<file path="src/rtl/home_slot_tracker_pkg.sv">
// Shared types and defaults for the goal-row home-slot tracker: FSM state encoding,
// default home layout and the column-to-bus-bit mapping.
package home_slot_pkg;

    typedef enum logic [1:0] {
        ST_IDLE  = 2'd0,
        ST_ARMED = 2'd1,
        ST_FULL  = 2'd2
    } state_t;

    localparam int               DEF_NUM_HOMES  = 3;
    localparam int               DEF_POS_W      = 3;
    localparam int               DEF_ESTADO_W   = 3;
    localparam int               DEF_BUS_W      = 8;
    localparam int               DEF_LEVEL_W    = 4;
    localparam logic [2:0]       DEF_GOAL_ROW   = 3'b111;
    localparam logic [2:0]       DEF_PLAY_STATE = 3'b111;
    localparam logic [3*3-1:0]   DEF_HOME_X_VEC = {3'd6, 3'd4, 3'd1};

    // Column x is drawn on bus bit bus_w-1-x (leftmost column is the MSB).
    function automatic int col2bit(input int x, input int bus_w = DEF_BUS_W);
        return bus_w - 1 - x;
    endfunction

endpackage

</file>
<file path="src/rtl/home_slot_tracker_if.sv">
// Bus between the game FSM/position registers (master) and the home-slot tracker (slave).
interface home_slot_tracker_if
    import home_slot_pkg::*;
#(
    parameter int NUM_HOMES = DEF_NUM_HOMES,
    parameter int POS_W     = DEF_POS_W,
    parameter int ESTADO_W  = DEF_ESTADO_W,
    parameter int BUS_W     = DEF_BUS_W,
    parameter int LEVEL_W   = DEF_LEVEL_W
);
    logic [POS_W-1:0]     posx;
    logic [POS_W-1:0]     posy;
    logic [ESTADO_W-1:0]  estado;
    logic                 perdio;

    logic [BUS_W-1:0]     row;
    logic [NUM_HOMES-1:0] occ;
    logic                 level_done;
    logic                 dup;
    logic                 miss;
    logic [LEVEL_W-1:0]   level;

    modport master (
        output posx, posy, estado, perdio,
        input  row, occ, level_done, dup, miss, level
    );

    modport slave (
        input  posx, posy, estado, perdio,
        output row, occ, level_done, dup, miss, level
    );
endinterface

</file>
<file path="src/rtl/home_slot_tracker_match.sv">
// Combinational comparison of the frog X against every home column.
module home_slot_match
    import home_slot_pkg::*;
#(
    parameter int NUM_HOMES = DEF_NUM_HOMES,
    parameter int POS_W     = DEF_POS_W
) (
    input  logic [POS_W-1:0]           x,
    input  logic [NUM_HOMES*POS_W-1:0] home_x_vec,
    output logic [NUM_HOMES-1:0]       hit,
    output logic                       any_hit
);

    // Home columns are unique, so at most one bit of hit is set.
    always_comb begin
        hit = '0;
        for (int i = 0; i < NUM_HOMES; i++) begin
            hit[i] = (home_x_vec[i*POS_W +: POS_W] == x);
        end
    end

    assign any_hit = |hit;

endmodule

</file>
<file path="src/rtl/home_slot_tracker.sv">
// Goal-row home-slot tracker: FSM, occupancy, event pulses, level counter and display row.
// Optional build macro CC_HOME_BLINK_EN makes the newest-filled home blink on the display.
module home_slot_tracker
    import home_slot_pkg::*;
#(
    parameter int                         NUM_HOMES  = DEF_NUM_HOMES,
    parameter int                         POS_W      = DEF_POS_W,
    parameter int                         ESTADO_W   = DEF_ESTADO_W,
    parameter int                         BUS_W      = DEF_BUS_W,
    parameter logic [POS_W-1:0]           GOAL_ROW   = DEF_GOAL_ROW,
    parameter logic [ESTADO_W-1:0]        PLAY_STATE = DEF_PLAY_STATE,
    parameter logic [NUM_HOMES*POS_W-1:0] HOME_X_VEC = DEF_HOME_X_VEC,
    parameter int                         LEVEL_W    = DEF_LEVEL_W,
    parameter int                         BLINK_DIV  = 24
) (
    input logic               CC_CLOCK_50,
    input logic               CC_RESET,
    home_slot_tracker_if.slave bus
);

    localparam logic [NUM_HOMES-1:0] ALL_FILLED = '1;

    if (NUM_HOMES < 1 || NUM_HOMES > BUS_W || BLINK_DIV < 1) begin : g_bad_param
        $error("home_slot_tracker: illegal parameter combination");
    end

    state_t               state_q, state_n;
    logic [NUM_HOMES-1:0] occ_q, occ_n;
    logic [NUM_HOMES-1:0] occ_disp;
    logic [LEVEL_W-1:0]   level_q;
    logic                 at_goal_q;
    logic                 done_q, dup_q, miss_q;
    logic                 done_n, dup_n, miss_n;
    logic [BUS_W-1:0]     row_n;

    logic                 play;
    logic                 at_goal;
    logic                 arrive;
    logic [NUM_HOMES-1:0] hit;
    logic                 any_hit;

    assign play    = (bus.estado == PLAY_STATE);
    assign at_goal = (bus.posy == GOAL_ROW);
    // Edge-detect on the goal row so a frog parked there is counted once.
    assign arrive  = play & at_goal & ~at_goal_q;

    home_slot_match #(
        .NUM_HOMES (NUM_HOMES),
        .POS_W     (POS_W)
    ) u_match (
        .x          (bus.posx),
        .home_x_vec (HOME_X_VEC),
        .hit        (hit),
        .any_hit    (any_hit)
    );

    // NOTE: every signal driven here gets a default first, so no path leaves a latch.
    always_comb begin
        state_n = state_q;
        occ_n   = occ_q;
        done_n  = 1'b0;
        dup_n   = 1'b0;
        miss_n  = 1'b0;

        if (bus.perdio) begin
            occ_n   = '0;
            state_n = ST_IDLE;
        end else begin
            unique case (state_q)
                ST_IDLE: begin
                    if (play) state_n = ST_ARMED;
                end
                ST_ARMED: begin
                    if (!play) begin
                        state_n = ST_IDLE;
                    end else if (arrive) begin
                        if (!any_hit) begin
                            miss_n = 1'b1;
                        end else if ((hit & occ_q) != '0) begin
                            dup_n = 1'b1;
                        end else begin
                            occ_n = occ_q | hit;
                            if (occ_n == ALL_FILLED) begin
                                state_n = ST_FULL;
                                done_n  = 1'b1;
                            end
                        end
                    end
                end
                ST_FULL: begin
                    if (!at_goal) begin
                        occ_n   = '0;
                        state_n = play ? ST_ARMED : ST_IDLE;
                    end
                end
                default: begin
                    occ_n   = '0;
                    state_n = ST_IDLE;
                end
            endcase
        end
    end

    // NOTE: sequential state uses non-blocking assignments so every register samples pre-edge values.
    always_ff @(posedge CC_CLOCK_50 or posedge CC_RESET) begin
        if (CC_RESET) begin
            state_q   <= ST_IDLE;
            occ_q     <= '0;
            level_q   <= '0;
            at_goal_q <= 1'b0;
            done_q    <= 1'b0;
            dup_q     <= 1'b0;
            miss_q    <= 1'b0;
        end else begin
            state_q   <= state_n;
            occ_q     <= occ_n;
            at_goal_q <= at_goal;
            done_q    <= done_n;
            dup_q     <= dup_n;
            miss_q    <= miss_n;
            if (done_n) level_q <= level_q + LEVEL_W'(1);
        end
    end

`ifdef CC_HOME_BLINK_EN
    logic [NUM_HOMES-1:0] newest_q;
    logic [BLINK_DIV-1:0] blink_cnt_q;
    logic                 blink_q;
    logic [NUM_HOMES-1:0] new_fill;

    assign new_fill = occ_n & ~occ_q;

    // The blink phase restarts on each fill; clearing occupancy also stops the blink.
    always_ff @(posedge CC_CLOCK_50 or posedge CC_RESET) begin
        if (CC_RESET) begin
            newest_q    <= '0;
            blink_cnt_q <= '0;
            blink_q     <= 1'b0;
        end else if (new_fill != '0) begin
            newest_q    <= new_fill;
            blink_cnt_q <= '0;
            blink_q     <= 1'b0;
        end else begin
            if (occ_n == '0) newest_q <= '0;
            blink_cnt_q <= blink_cnt_q + BLINK_DIV'(1);
            if (&blink_cnt_q) blink_q <= ~blink_q;
        end
    end

    assign occ_disp = occ_q & ~(newest_q & {NUM_HOMES{blink_q}});
`else
    assign occ_disp = occ_q;
`endif

    // Homes whose column falls off the bus never match any bit and are not drawn.
    always_comb begin
        row_n = '1;
        for (int b = 0; b < BUS_W; b++) begin
            for (int i = 0; i < NUM_HOMES; i++) begin
                if (col2bit(int'(HOME_X_VEC[i*POS_W +: POS_W]), BUS_W) == b) row_n[b] = occ_disp[i];
            end
        end
    end

    assign bus.row        = row_n;
    assign bus.occ        = occ_q;
    assign bus.level_done = done_q;
    assign bus.dup        = dup_q;
    assign bus.miss       = miss_q;
    assign bus.level      = level_q;

endmodule
</file>
<file path="src/flat_wrapper.sv">
// flat-port wrapper written by rule: the top's interface ports become plain ports
module home_slot_tracker_flat import home_slot_pkg::*;
#(
    parameter int                         NUM_HOMES  = DEF_NUM_HOMES,
    parameter int                         POS_W      = DEF_POS_W,
    parameter int                         ESTADO_W   = DEF_ESTADO_W,
    parameter int                         BUS_W      = DEF_BUS_W,
    parameter logic [POS_W-1:0]           GOAL_ROW   = DEF_GOAL_ROW,
    parameter logic [ESTADO_W-1:0]        PLAY_STATE = DEF_PLAY_STATE,
    parameter logic [NUM_HOMES*POS_W-1:0] HOME_X_VEC = DEF_HOME_X_VEC,
    parameter int                         LEVEL_W    = DEF_LEVEL_W,
    parameter int                         BLINK_DIV  = 24
)
  (CC_CLOCK_50, CC_RESET, bus_posx, bus_posy, bus_estado, bus_perdio, bus_row, bus_occ, bus_level_done, bus_dup, bus_miss, bus_level);
  home_slot_tracker_if #(.NUM_HOMES(NUM_HOMES), .POS_W(POS_W), .ESTADO_W(ESTADO_W), .BUS_W(BUS_W), .LEVEL_W(LEVEL_W)) bus_i ();
  input logic CC_CLOCK_50;
  input logic CC_RESET;
  input wire logic [$bits(bus_i.posx)-1:0] bus_posx;
  input wire logic [$bits(bus_i.posy)-1:0] bus_posy;
  input wire logic [$bits(bus_i.estado)-1:0] bus_estado;
  input wire logic [$bits(bus_i.perdio)-1:0] bus_perdio;
  output wire logic [$bits(bus_i.row)-1:0] bus_row;
  output wire logic [$bits(bus_i.occ)-1:0] bus_occ;
  output wire logic [$bits(bus_i.level_done)-1:0] bus_level_done;
  output wire logic [$bits(bus_i.dup)-1:0] bus_dup;
  output wire logic [$bits(bus_i.miss)-1:0] bus_miss;
  output wire logic [$bits(bus_i.level)-1:0] bus_level;
  assign bus_i.posx = bus_posx;
  assign bus_i.posy = bus_posy;
  assign bus_i.estado = bus_estado;
  assign bus_i.perdio = bus_perdio;
  assign bus_row = bus_i.row;
  assign bus_occ = bus_i.occ;
  assign bus_level_done = bus_i.level_done;
  assign bus_dup = bus_i.dup;
  assign bus_miss = bus_i.miss;
  assign bus_level = bus_i.level;
  home_slot_tracker #(.NUM_HOMES(NUM_HOMES), .POS_W(POS_W), .ESTADO_W(ESTADO_W), .BUS_W(BUS_W), .GOAL_ROW(GOAL_ROW), .PLAY_STATE(PLAY_STATE), .HOME_X_VEC(HOME_X_VEC), .LEVEL_W(LEVEL_W), .BLINK_DIV(BLINK_DIV)) u_core (.CC_CLOCK_50(CC_CLOCK_50), .CC_RESET(CC_RESET), .bus(bus_i));
endmodule
</file>
<file path="config.mk">
export PLATFORM = sky130hd
export DESIGN_NAME = home_slot_tracker_flat
export DESIGN_NICKNAME = d
export VERILOG_FILES = /design/src/rtl/home_slot_tracker_pkg.sv /design/src/rtl/home_slot_tracker_if.sv /design/src/rtl/home_slot_tracker_match.sv /design/src/rtl/home_slot_tracker.sv /design/src/flat_wrapper.sv
export SDC_FILE = /design/constraint.sdc
export NUM_CORES = 1
export LEC_CHECK = 0
export ABC_AREA = 0
export BUFFER_PORTS_ARGS = -buffer_cell sky130_fd_sc_hd__clkbuf_2
export CORE_UTILIZATION = 39
export DETAILED_ROUTE_END_ITERATION = 12
export PLACE_DENSITY = 0.66
export SYNTH_ARGS = -nofsm -noshare
export SYNTH_HDL_FRONTEND = slang
export SYNTH_SLANG_ARGS = --single-unit
</file>
<file path="constraint.sdc">
create_clock -name CC_CLOCK_50 -period 2.5 [get_ports CC_CLOCK_50]
set_clock_uncertainty 0.1 [all_clocks]
set_input_delay 0.25 -clock CC_CLOCK_50 [delete_from_list [all_inputs] [get_ports CC_CLOCK_50]]
set_output_delay 0.25 -clock CC_CLOCK_50 [all_outputs]
set_load 0.05 [all_outputs]
</file>
==> flow_metrics.tcl, run 1 <==
set metrics [dict create \
    status "complete, no violations" \
    start_util 0.434 \
    top_layer_used "met4" \
    cts_buffer_depth 2 \
    cp-end-kind "flop" \
    dp_hpwl_mm 1.06 \
    drtIter0Drc 22 \
    fin_nets 111 \
    wl_met2_um 641 \
    root_buffer "clkbuf_4" \
    cts_tree "done" \
    ys_seq_area_frac 0.411 \
    ys_seq_elements 13 \
    die_w_um 47.0 \
    drive_gt1_frac 0.371 \
    worstMarginPinSlew_ns 0.500 \
    rsz0062_at_grt "no" \
    max_slew_margin 0.666 \
    dieHeight_um 47.0 \
    dp_cells 117 \
    async_reset_ff_frac 1.00 \
    cts_sinks 13 \
    hold_violations 0 \
    grt_pass1_wl_mm 2.28 \
    htreeDepth 1 \
    nFillCells 181 \
    drv_cap 0 \
    ys_warn_count 0 \
    holdCritPathClass "in -> reg" \
    wirelength_mm 1.42 \
    fin_crit_ns 1.92 \
    grt_max_degree 14 \
    cts.clk_slew.worst_paths_ns 0.08 \
    final_cell_mix "clkbuf_2 (24), dfrtp_1 (13), conb_1 (5)" \
    critPathMaxFanout 5 \
    io_buffers 24 \
    routedWlPerCell_um 11.6 \
    clock_latency_ns 0.26 \
    final.period_utilization 0.769 \
    p_leak_nw 0.474 \
    max_freq_ghz 0.520 \
    dieArea_mm2 0.00221 \
    setup_viol 0 \
    final-instance-count-excl-fill 122 \
    antenna_left 0 \
    fin_tns_setup_ns 0 \
    rows 15 \
    first_pass_iters 4 \
    viasPerCell 4.95 \
    grt_overflow_total 0 \
    start_kind "flop" \
    via_count 604 \
    synth.distinct_cells 39 \
    yosysTopAreaCell "dfrtp_1" \
    synth_edf_count 0 \
    syn_area_um2 791 \
    post-route-drc-count 0 \
    cp.arrival_ns 1.98 \
    postSynthAreaPerCell_um2 10.7 \
    diodes 0 \
    worstPathRequired_ns 2.56 \
    core_mm2 0.00182 \
    synthTopCellsByArea "dfrtp_1 (41%), buf_4 (7.6%), buf_6 (2.8%)" \
    post-place-ws_ns 0.554 \
    synthCells 74 \
    grt_pass1_vias 551 \
    numCtsBuffers 3 \
    dr_wl_met3_um 96 \
    track_usage 0.147 \
    power_mw 0.391 \
    worst_slack_ns 0.578 \
    post_cts_buffers 0 \
    m1WireLength_um 674 \
    ir_drop_uv 157 \
    powerDensity_mw_per_mm2 429 \
    synth-main-ff-cell "dfrtp_1" \
    synth_top_area_frac 0.411 \
    routabilityCongestion 0.804 \
    antenna_found_initial 0 \
    critPathKind "reg -> reg" \
    layout_commonest_cell "clkbuf_2" \
    syn_to_final_growth_pct 15.2 \
    ios 30 \
    drv_slew 0 \
]
[final cells by class]
type / count / area [µm²] / share of cell area
inverter: 2 / 7.51 / 0.00824
clock buffer: 4 / 26.3 / 0.0288
timing repair buffer: 25 / 130 / 0.143
multi-input combinational: 53 / 390 / 0.429
tap: 25 / 31.3 / 0.0343
sequential: 13 / 325 / 0.357
[worst max-delay path, cell delays in order (launching register included)]
cell,delay (ns)
dfrtp_1,0.43
or3b_4,0.40
nor4_4,0.16
and2_2,0.20
and2_1,0.21
mux2_4,0.31
[flip-flops by register name (all words and copies together), names as in the netlist]
signal                 flops
u_core.state_q             2
u_core.bus.dup             1
u_core.bus.occ             3
u_core.at_goal_q           1
u_core.bus.level           4
u_core.bus.level_done      1
u_core.bus.miss            1
[logic make-up after synthesis]
logic type	synth area share
XOR/XNOR	0.0332
multiplexers	0.0190
adder cells (fa/ha/maj)	0.0158
flip-flops	0.411
AO/OA/AOI/OAI	0.144
other	0.00474
buffers and inverters	0.114
AND/OR/NAND/NOR	0.258
[cell usage after synthesis (2+ instances only)]
master,count
inv_1,2
dfrtp_1,13
nor3b_1,2
nor2_1,3
nor3_1,2
nand3_2,2
and3b_1,2
nand2_1,3
xnor2_1,2
nand3_1,3
a22o_1,2
and3_1,2
buf_6,2
buf_4,8
nand2b_1,2
[report_power, final]
part | switching [mW] | leakage [nW] | internal, mW
Combinational | 0.0363 | 0.278 | 0.0142
Clock | 0.0656 | 0.0150 | 0.0616
Sequential | 0.00151 | 0.181 | 0.211
Total | 0.103 | 0.474 | 0.287
[layer usage]
layer,GRT usage,vias to the layer above
li1,-,300
met3,0.0231,2
met2,0.242,24
met1,0.195,278
met4,0.0514,0
met5,0,-
[worst paths after layout]
check | to | slack (ns) | cells after the start | from
worst min-delay path | u_core.at_goal_q$_DFF_PP0_ | 0.20 | 3 | bus_posy[0]
max in group asynchronous | u_core.bus.level[0]$_DFFE_PP0P_ | 1.54 | 3 | CC_RESET
worst min register to register | u_core.bus.level[3]$_DFFE_PP0P_ | 0.38 | 1 | u_core.bus.level[3]$_DFFE_PP0P_
worst max-delay path | u_core.bus.level[1]$_DFFE_PP0P_ | 0.58 | 5 | u_core.state_q[1]$_DFFE_PP0P_
worst max register to register | u_core.bus.level[1]$_DFFE_PP0P_ | 0.58 | 5 | u_core.state_q[1]$_DFFE_PP0P_
min in group asynchronous | u_core.bus.miss$_DFF_PP0_ | 0.43 | 3 | CC_RESET
[timing repair]
item                                   CTS  global route
endpoints found under the hold margin   13             0
hold buffers                             1             0
resized for setup                        0             0
[metrics by stage]
stage	hold WS (ns)	utilization	instance area, µm²
2_1_floorplan	0.0270	-	806
3_3_place_gp	0.176	0.480	875
3_5_place_dp	0.182	0.480	875
4_1_cts	0.204	0.500	911
5_1_grt	0.219	0.500	911
6_report	0.204	0.500	911
(Power assumes the default switching activity.)
==> inputs of run 2 (changes only) <==
--- a/config.mk
+++ b/config.mk
@@ -9,7 +9,7 @@
 export BUFFER_PORTS_ARGS = -buffer_cell sky130_fd_sc_hd__clkbuf_2
 export CORE_UTILIZATION = 39
 export DETAILED_ROUTE_END_ITERATION = 12
-export PLACE_DENSITY = 0.66
+export PLACE_DENSITY = 0.68
 export SYNTH_ARGS = -nofsm -noshare
 export SYNTH_HDL_FRONTEND = slang
 export SYNTH_SLANG_ARGS = --single-unit
==> constraint.sdc (replaced) <==
create_clock -name CC_CLOCK_50 -period 1.7 [get_ports CC_CLOCK_50]
set_clock_uncertainty 0.1 [all_clocks]
set_input_delay 0.17 -clock CC_CLOCK_50 [delete_from_list [all_inputs] [get_ports CC_CLOCK_50]]
set_output_delay 0.17 -clock CC_CLOCK_50 [all_outputs]
set_load 0.05 [all_outputs]
==> flow_metrics.tcl, run 2 (same netlist as run 1, synthesis figures left out) <==
set metrics [dict create \
    cp.arrival_ns 1.80 \
    numCtsBuffers 3 \
    final-instance-count-excl-fill 135 \
    post_dp_cell_area_um2 961 \
    failed_checks "setup timing" \
    critPathKind "reg -> reg" \
    max_freq_ghz 0.570 \
    antenna_found_initial 0 \
    critPathTopFamily "simple AND/OR/NAND/NOR gates" \
    slowest_stage "dfrtp_1" \
    ir_drop_uv 224 \
    drv_slew 0 \
    cpPeakStageDelay_ns 0.38 \
    routedWlPerCell_um 11.6 \
    dieHeight_um 47.0 \
    wirelength_mm 1.57 \
    via_count 660 \
    die_w_um 47.0 \
    dp_cells 128 \
    start_kind "flop" \
    root_buffer "clkbuf_4" \
    fin_crit_ns 1.76 \
    core_mm2 0.00182 \
    power_mw 0.582 \
    dp_hpwl_mm 1.24 \
    final_cell_mix "clkbuf_2 (24), buf_4 (13), dfrtp_1 (10)" \
    grt_overflow_total 0 \
    grt_pass1_wl_mm 2.52 \
    final.period_utilization 1.03 \
    htreeDepth 1 \
    fin_nets 124 \
    nFillCells 170 \
    holdCritPathClass "in -> reg" \
    post-route-drc-count 0 \
    track_usage 0.166 \
    cts_sinks 13 \
    layout_commonest_cell "clkbuf_2" \
    worstPathRequired_ns 1.75 \
    cp.buffers_inverters 0 \
    cts_buffer_depth 2 \
    cpMostUsedCell "and2_4" \
    hold_violations 0 \
    critPathMaxFanout 3 \
    largest_register_ffs 4 \
    routabilityCongestion 0.818 \
    drtIter0Drc 10 \
    diodes 0 \
    clock_latency_ns 0.26 \
    rsz0062_at_grt "yes" \
    start_util 0.434 \
    first_pass_iters 4 \
    fin_hold_ws_ns 0.135 \
    crit_chain "or3b_4 > nor4_4 > and2_4 > and2_4 > mux2_4" \
    worst_slack_ns -0.0551 \
    rows 15 \
    dieArea_mm2 0.00221 \
    grt_pass1_vias 617 \
    stdcell_area_mm2 0.00106 \
    drv_cap 0 \
    cp-end-kind "flop" \
    setup_viol 2 \
    cts.clk_slew.worst_paths_ns 0.08 \
    ios 30 \
    cts_tree "done" \
    viasPerCell 4.89 \
    status "complete, but fails checks" \
    io_buffers 24 \
    antenna_left 0 \
    p_leak_nw 0.545 \
    powerDensity_mw_per_mm2 549 \
    syn_to_final_growth_pct 34.2 \
    grt_max_degree 14 \
    drive_gt1_frac 0.545 \
]
run 2: cell types whose count changed in the layout (fill, tap and decap cells not counted), moves of 2 or more:
cell	change
dfrtp_2	+3
dfrtp_1	-3
nand3_1	-2
nand3_2	+2
and2_4	+2
buf_4	+13
run 2: layout make-up:
type / instances / area, µm² / share of cell area
clock buffer: 4 / 26.3 / 0.0248
inverter: 2 / 7.51 / 0.00708
multi-input combinational: 53 / 439 / 0.414
sequential: 13 / 329 / 0.310
tap: 25 / 31.3 / 0.0295
timing repair buffer: 38 / 228 / 0.215
run 2: final timing paths:
path | start | end | slack (ns) | depth (start not counted)
max | u_core.state_q[1]$_DFFE_PP0P_ | u_core.bus.level[1]$_DFFE_PP0P_ | -0.06 | 5
min | bus_posy[0] | u_core.at_goal_q$_DFF_PP0_ | 0.13 | 3
max reg2reg | u_core.state_q[1]$_DFFE_PP0P_ | u_core.bus.level[1]$_DFFE_PP0P_ | -0.06 | 5
min reg2reg | u_core.bus.level[3]$_DFFE_PP0P_ | u_core.bus.level[3]$_DFFE_PP0P_ | 0.37 | 1
max in group asynchronous | CC_RESET | u_core.bus.occ[2]$_DFFE_PP0P_ | 0.78 | 3
min in group asynchronous | CC_RESET | u_core.bus.level[2]$_DFFE_PP0P_ | 0.37 | 3
run 2: report_power, final:
group	switching [mW]	leakage [nW]	internal [mW]
Clock	0.0911	0.0150	0.0905
Combinational	0.0582	0.355	0.0304
Sequential	0.00141	0.176	0.311
Total	0.151	0.545	0.432
run 2: metal layers:
metal,GRT usage,share of wire,routed length [µm]
met1,0.180,0.41,646
met2,0.294,0.53,824
met3,0.0346,0.041,64
met4,0.103,0.020,31
met5,0,0,0
run 2: worst reg2reg max path, cell delays in order (launching register included):
cell,delay (ns)
dfrtp_1,0.38
or3b_4,0.38
nor4_4,0.17
and2_4,0.18
and2_4,0.14
mux2_4,0.29
run 2: timing repair:
item                       in CTS  in global routing
resized for setup               0                 10
buffers inserted                0                  2
hold endpoints to repair       13                  0
setup endpoints to repair       6                  9
pin swaps                       2                  6
hold buffers                    1                  0
run 2: metrics by stage:
| step | utilization | TNS (ns) | worst slack (ns) |
|---|---|---|---|
| CTS | 0.548 | -0.371 | -0.0929 |
| finish | 0.583 | -0.0798 | -0.0551 |
| detailed placement | 0.528 | -0.277 | -0.0747 |
| global placement | 0.528 | -0.0873 | -0.0406 |
| floorplan | - | -0.258 | -0.178 |
| global route | 0.583 | -0.569 | -0.129 |
==> inputs of run 3 (changes only) <==
--- a/config.mk
+++ b/config.mk
@@ -8,8 +8,9 @@
 export ABC_AREA = 0
 export BUFFER_PORTS_ARGS = -buffer_cell sky130_fd_sc_hd__clkbuf_2
 export CORE_UTILIZATION = 39
+export CTS_CLUSTER_SIZE = 24
 export DETAILED_ROUTE_END_ITERATION = 12
-export PLACE_DENSITY = 0.68
+export PLACE_DENSITY = 0.66
 export SYNTH_ARGS = -nofsm -noshare
 export SYNTH_HDL_FRONTEND = slang
 export SYNTH_SLANG_ARGS = --single-unit
==> constraint.sdc (replaced) <==
create_clock -name CC_CLOCK_50 -period 2.2 [get_ports CC_CLOCK_50]
set_clock_uncertainty 0.1 [all_clocks]
set_input_delay 0.22 -clock CC_CLOCK_50 [delete_from_list [all_inputs] [get_ports CC_CLOCK_50]]
set_output_delay 0.22 -clock CC_CLOCK_50 [all_outputs]
set_load 0.05 [all_outputs]
==> flow_metrics.tcl, run 3 (same netlist as run 1, synthesis figures left out) <==
set metrics [dict create \
    max_freq_ghz 0.520 \
    dp_cells 118 \
    switchingPower_mw 0.114 \
    slowest_stage "dfrtp_1" \
    dieHeight_um 47.0 \
    worstPathRequired_ns 2.26 \
    fin_nets 112 \
    final-instance-count-excl-fill 123 \
    netSwitchingFraction 0.259 \
    drv_cap 0 \
    crit_chain "or3b_4 > nor4_4 > and2_2 > and2_1 > mux2_4" \
    antenna_left 0 \
    viasPerCell 4.95 \
    cpPeakStageDelay_ns 0.42 \
    io_buffers 24 \
    final.period_utilization 0.875 \
    critPathMaxFanout 5 \
    critPathKind "reg -> reg" \
    layout_commonest_cell "clkbuf_2" \
    intPower_mw 0.327 \
    core_mm2 0.00182 \
    nFillCells 177 \
    track_usage 0.151 \
    routabilityCongestion 0.772 \
    grt_pass1_vias 569 \
    start_kind "flop" \
    p_leak_nw 0.480 \
    cts_sinks 13 \
    comb_power_share 0.131 \
    syn_to_final_growth_pct 16.1 \
    final_cell_mix "clkbuf_2 (24), dfrtp_1 (13), conb_1 (5)" \
    grt_pass1_wl_mm 2.28 \
    largest_register_ffs 4 \
    fin_tns_setup_ns 0 \
    cp-end-kind "flop" \
    cts_tree "done" \
    wirelength_mm 1.36 \
    start_util 0.434 \
    powerDensity_mw_per_mm2 480 \
    hold_violations 0 \
    drive_gt1_frac 0.378 \
    numCtsBuffers 3 \
    setup_viol 0 \
    dieArea_mm2 0.00221 \
    grt_max_degree 14 \
    antenna_found_initial 0 \
    die_w_um 47.0 \
    cts_buffer_depth 2 \
    routedWlPerCell_um 11.1 \
    grt_overflow_total 0 \
    post-route-drc-count 0 \
    holdCritPathClass "in -> reg" \
    ios 30 \
    cp.arrival_ns 1.99 \
    cp.buffers_inverters 0 \
    dp_hpwl_mm 1.06 \
    status "complete, no violations" \
    clock_latency_ns 0.27 \
    rows 15 \
    htreeDepth 1 \
    ir_drop_uv 237 \
    fin_crit_ns 1.92 \
    diodes 0 \
    seqPwrFrac 0.549 \
    p_clk_frac 0.320 \
    drtIter0Drc 6 \
    rsz0062_at_grt "no" \
    drv_slew 0 \
    via_count 609 \
    root_buffer "clkbuf_4" \
    cts.clk_slew.worst_paths_ns 0.07 \
    first_pass_iters 4 \
    critPathTopFamily "simple AND/OR/NAND/NOR gates" \
    power_mw 0.441 \
]
[run 3: worst register-to-register path, cell delays in order, from the launching register on]
cell and delay [ns]:
dfrtp_1 0.42, or3b_4 0.39, nor4_4 0.17, and2_2 0.20, and2_1 0.21, mux2_4 0.31
[run 3: final timing paths]
path / from / endpoint / slack (ns) / cells after the start
worst max-delay path: u_core.state_q[1]$_DFFE_PP0P_ / u_core.bus.level[1]$_DFFE_PP0P_ / 0.28 / 5
worst min-delay path: bus_posy[0] / u_core.at_goal_q$_DFF_PP0_ / 0.17 / 3
worst max register to register: u_core.state_q[1]$_DFFE_PP0P_ / u_core.bus.level[1]$_DFFE_PP0P_ / 0.28 / 5
worst min register to register: u_core.bus.level[3]$_DFFE_PP0P_ / u_core.bus.level[3]$_DFFE_PP0P_ / 0.37 / 1
max in group asynchronous: CC_RESET / u_core.bus.occ[0]$_DFFE_PP0P_ / 1.28 / 3
min in group asynchronous: CC_RESET / u_core.bus.level[0]$_DFFE_PP0P_ / 0.39 / 3
[run 3: through the flow]
stage          setup slack, ns  hold WS [ns]   util  cell area (µm²)
2_1_floorplan            0.182      -0.00304      -              806
3_3_place_gp             0.326         0.138  0.485              882
3_5_place_dp             0.292         0.146  0.485              882
4_1_cts                  0.280         0.166  0.504              918
5_1_grt                  0.157         0.194  0.504              918
6_report                 0.276         0.174  0.504              918
[run 3: routing by layer]
| metal | GRT usage | wire length (µm) |
|---|---|---|
| met1 | 0.188 | 629 |
| met2 | 0.239 | 638 |
| met3 | 0.0346 | 60 |
| met4 | 0.0857 | 32 |
| met5 | 0 | 0 |
[run 3: cell type report]
type,count,area (µm²),share of cell area
repair buffers,26,138,0.150
flip-flops and latches,13,325,0.354
clock buffers,4,26.3,0.0286
inverters,2,7.51,0.00817
well taps,25,31.3,0.0341
multi-input cells,53,390,0.425
[run 3: power by group through the flow]
stage                     clock network [mW]  logic, mW  registers, mW
after global routing                   0.158     0.0638          0.242
after detailed placement                   0     0.0566          0.247
final                                  0.141     0.0577          0.242
after CTS                              0.149     0.0580          0.242
after floorplan                            0     0.0477          0.246
after global placement                     0     0.0556          0.246
[run 3: timing repair]
action / CTS / global route
hold buffers: 1 / 0
gates resized for setup: 0 / 0
buffers inserted: 0 / 0
hold endpoints to repair: 13 / 0
setup endpoints to repair: 0 / 0
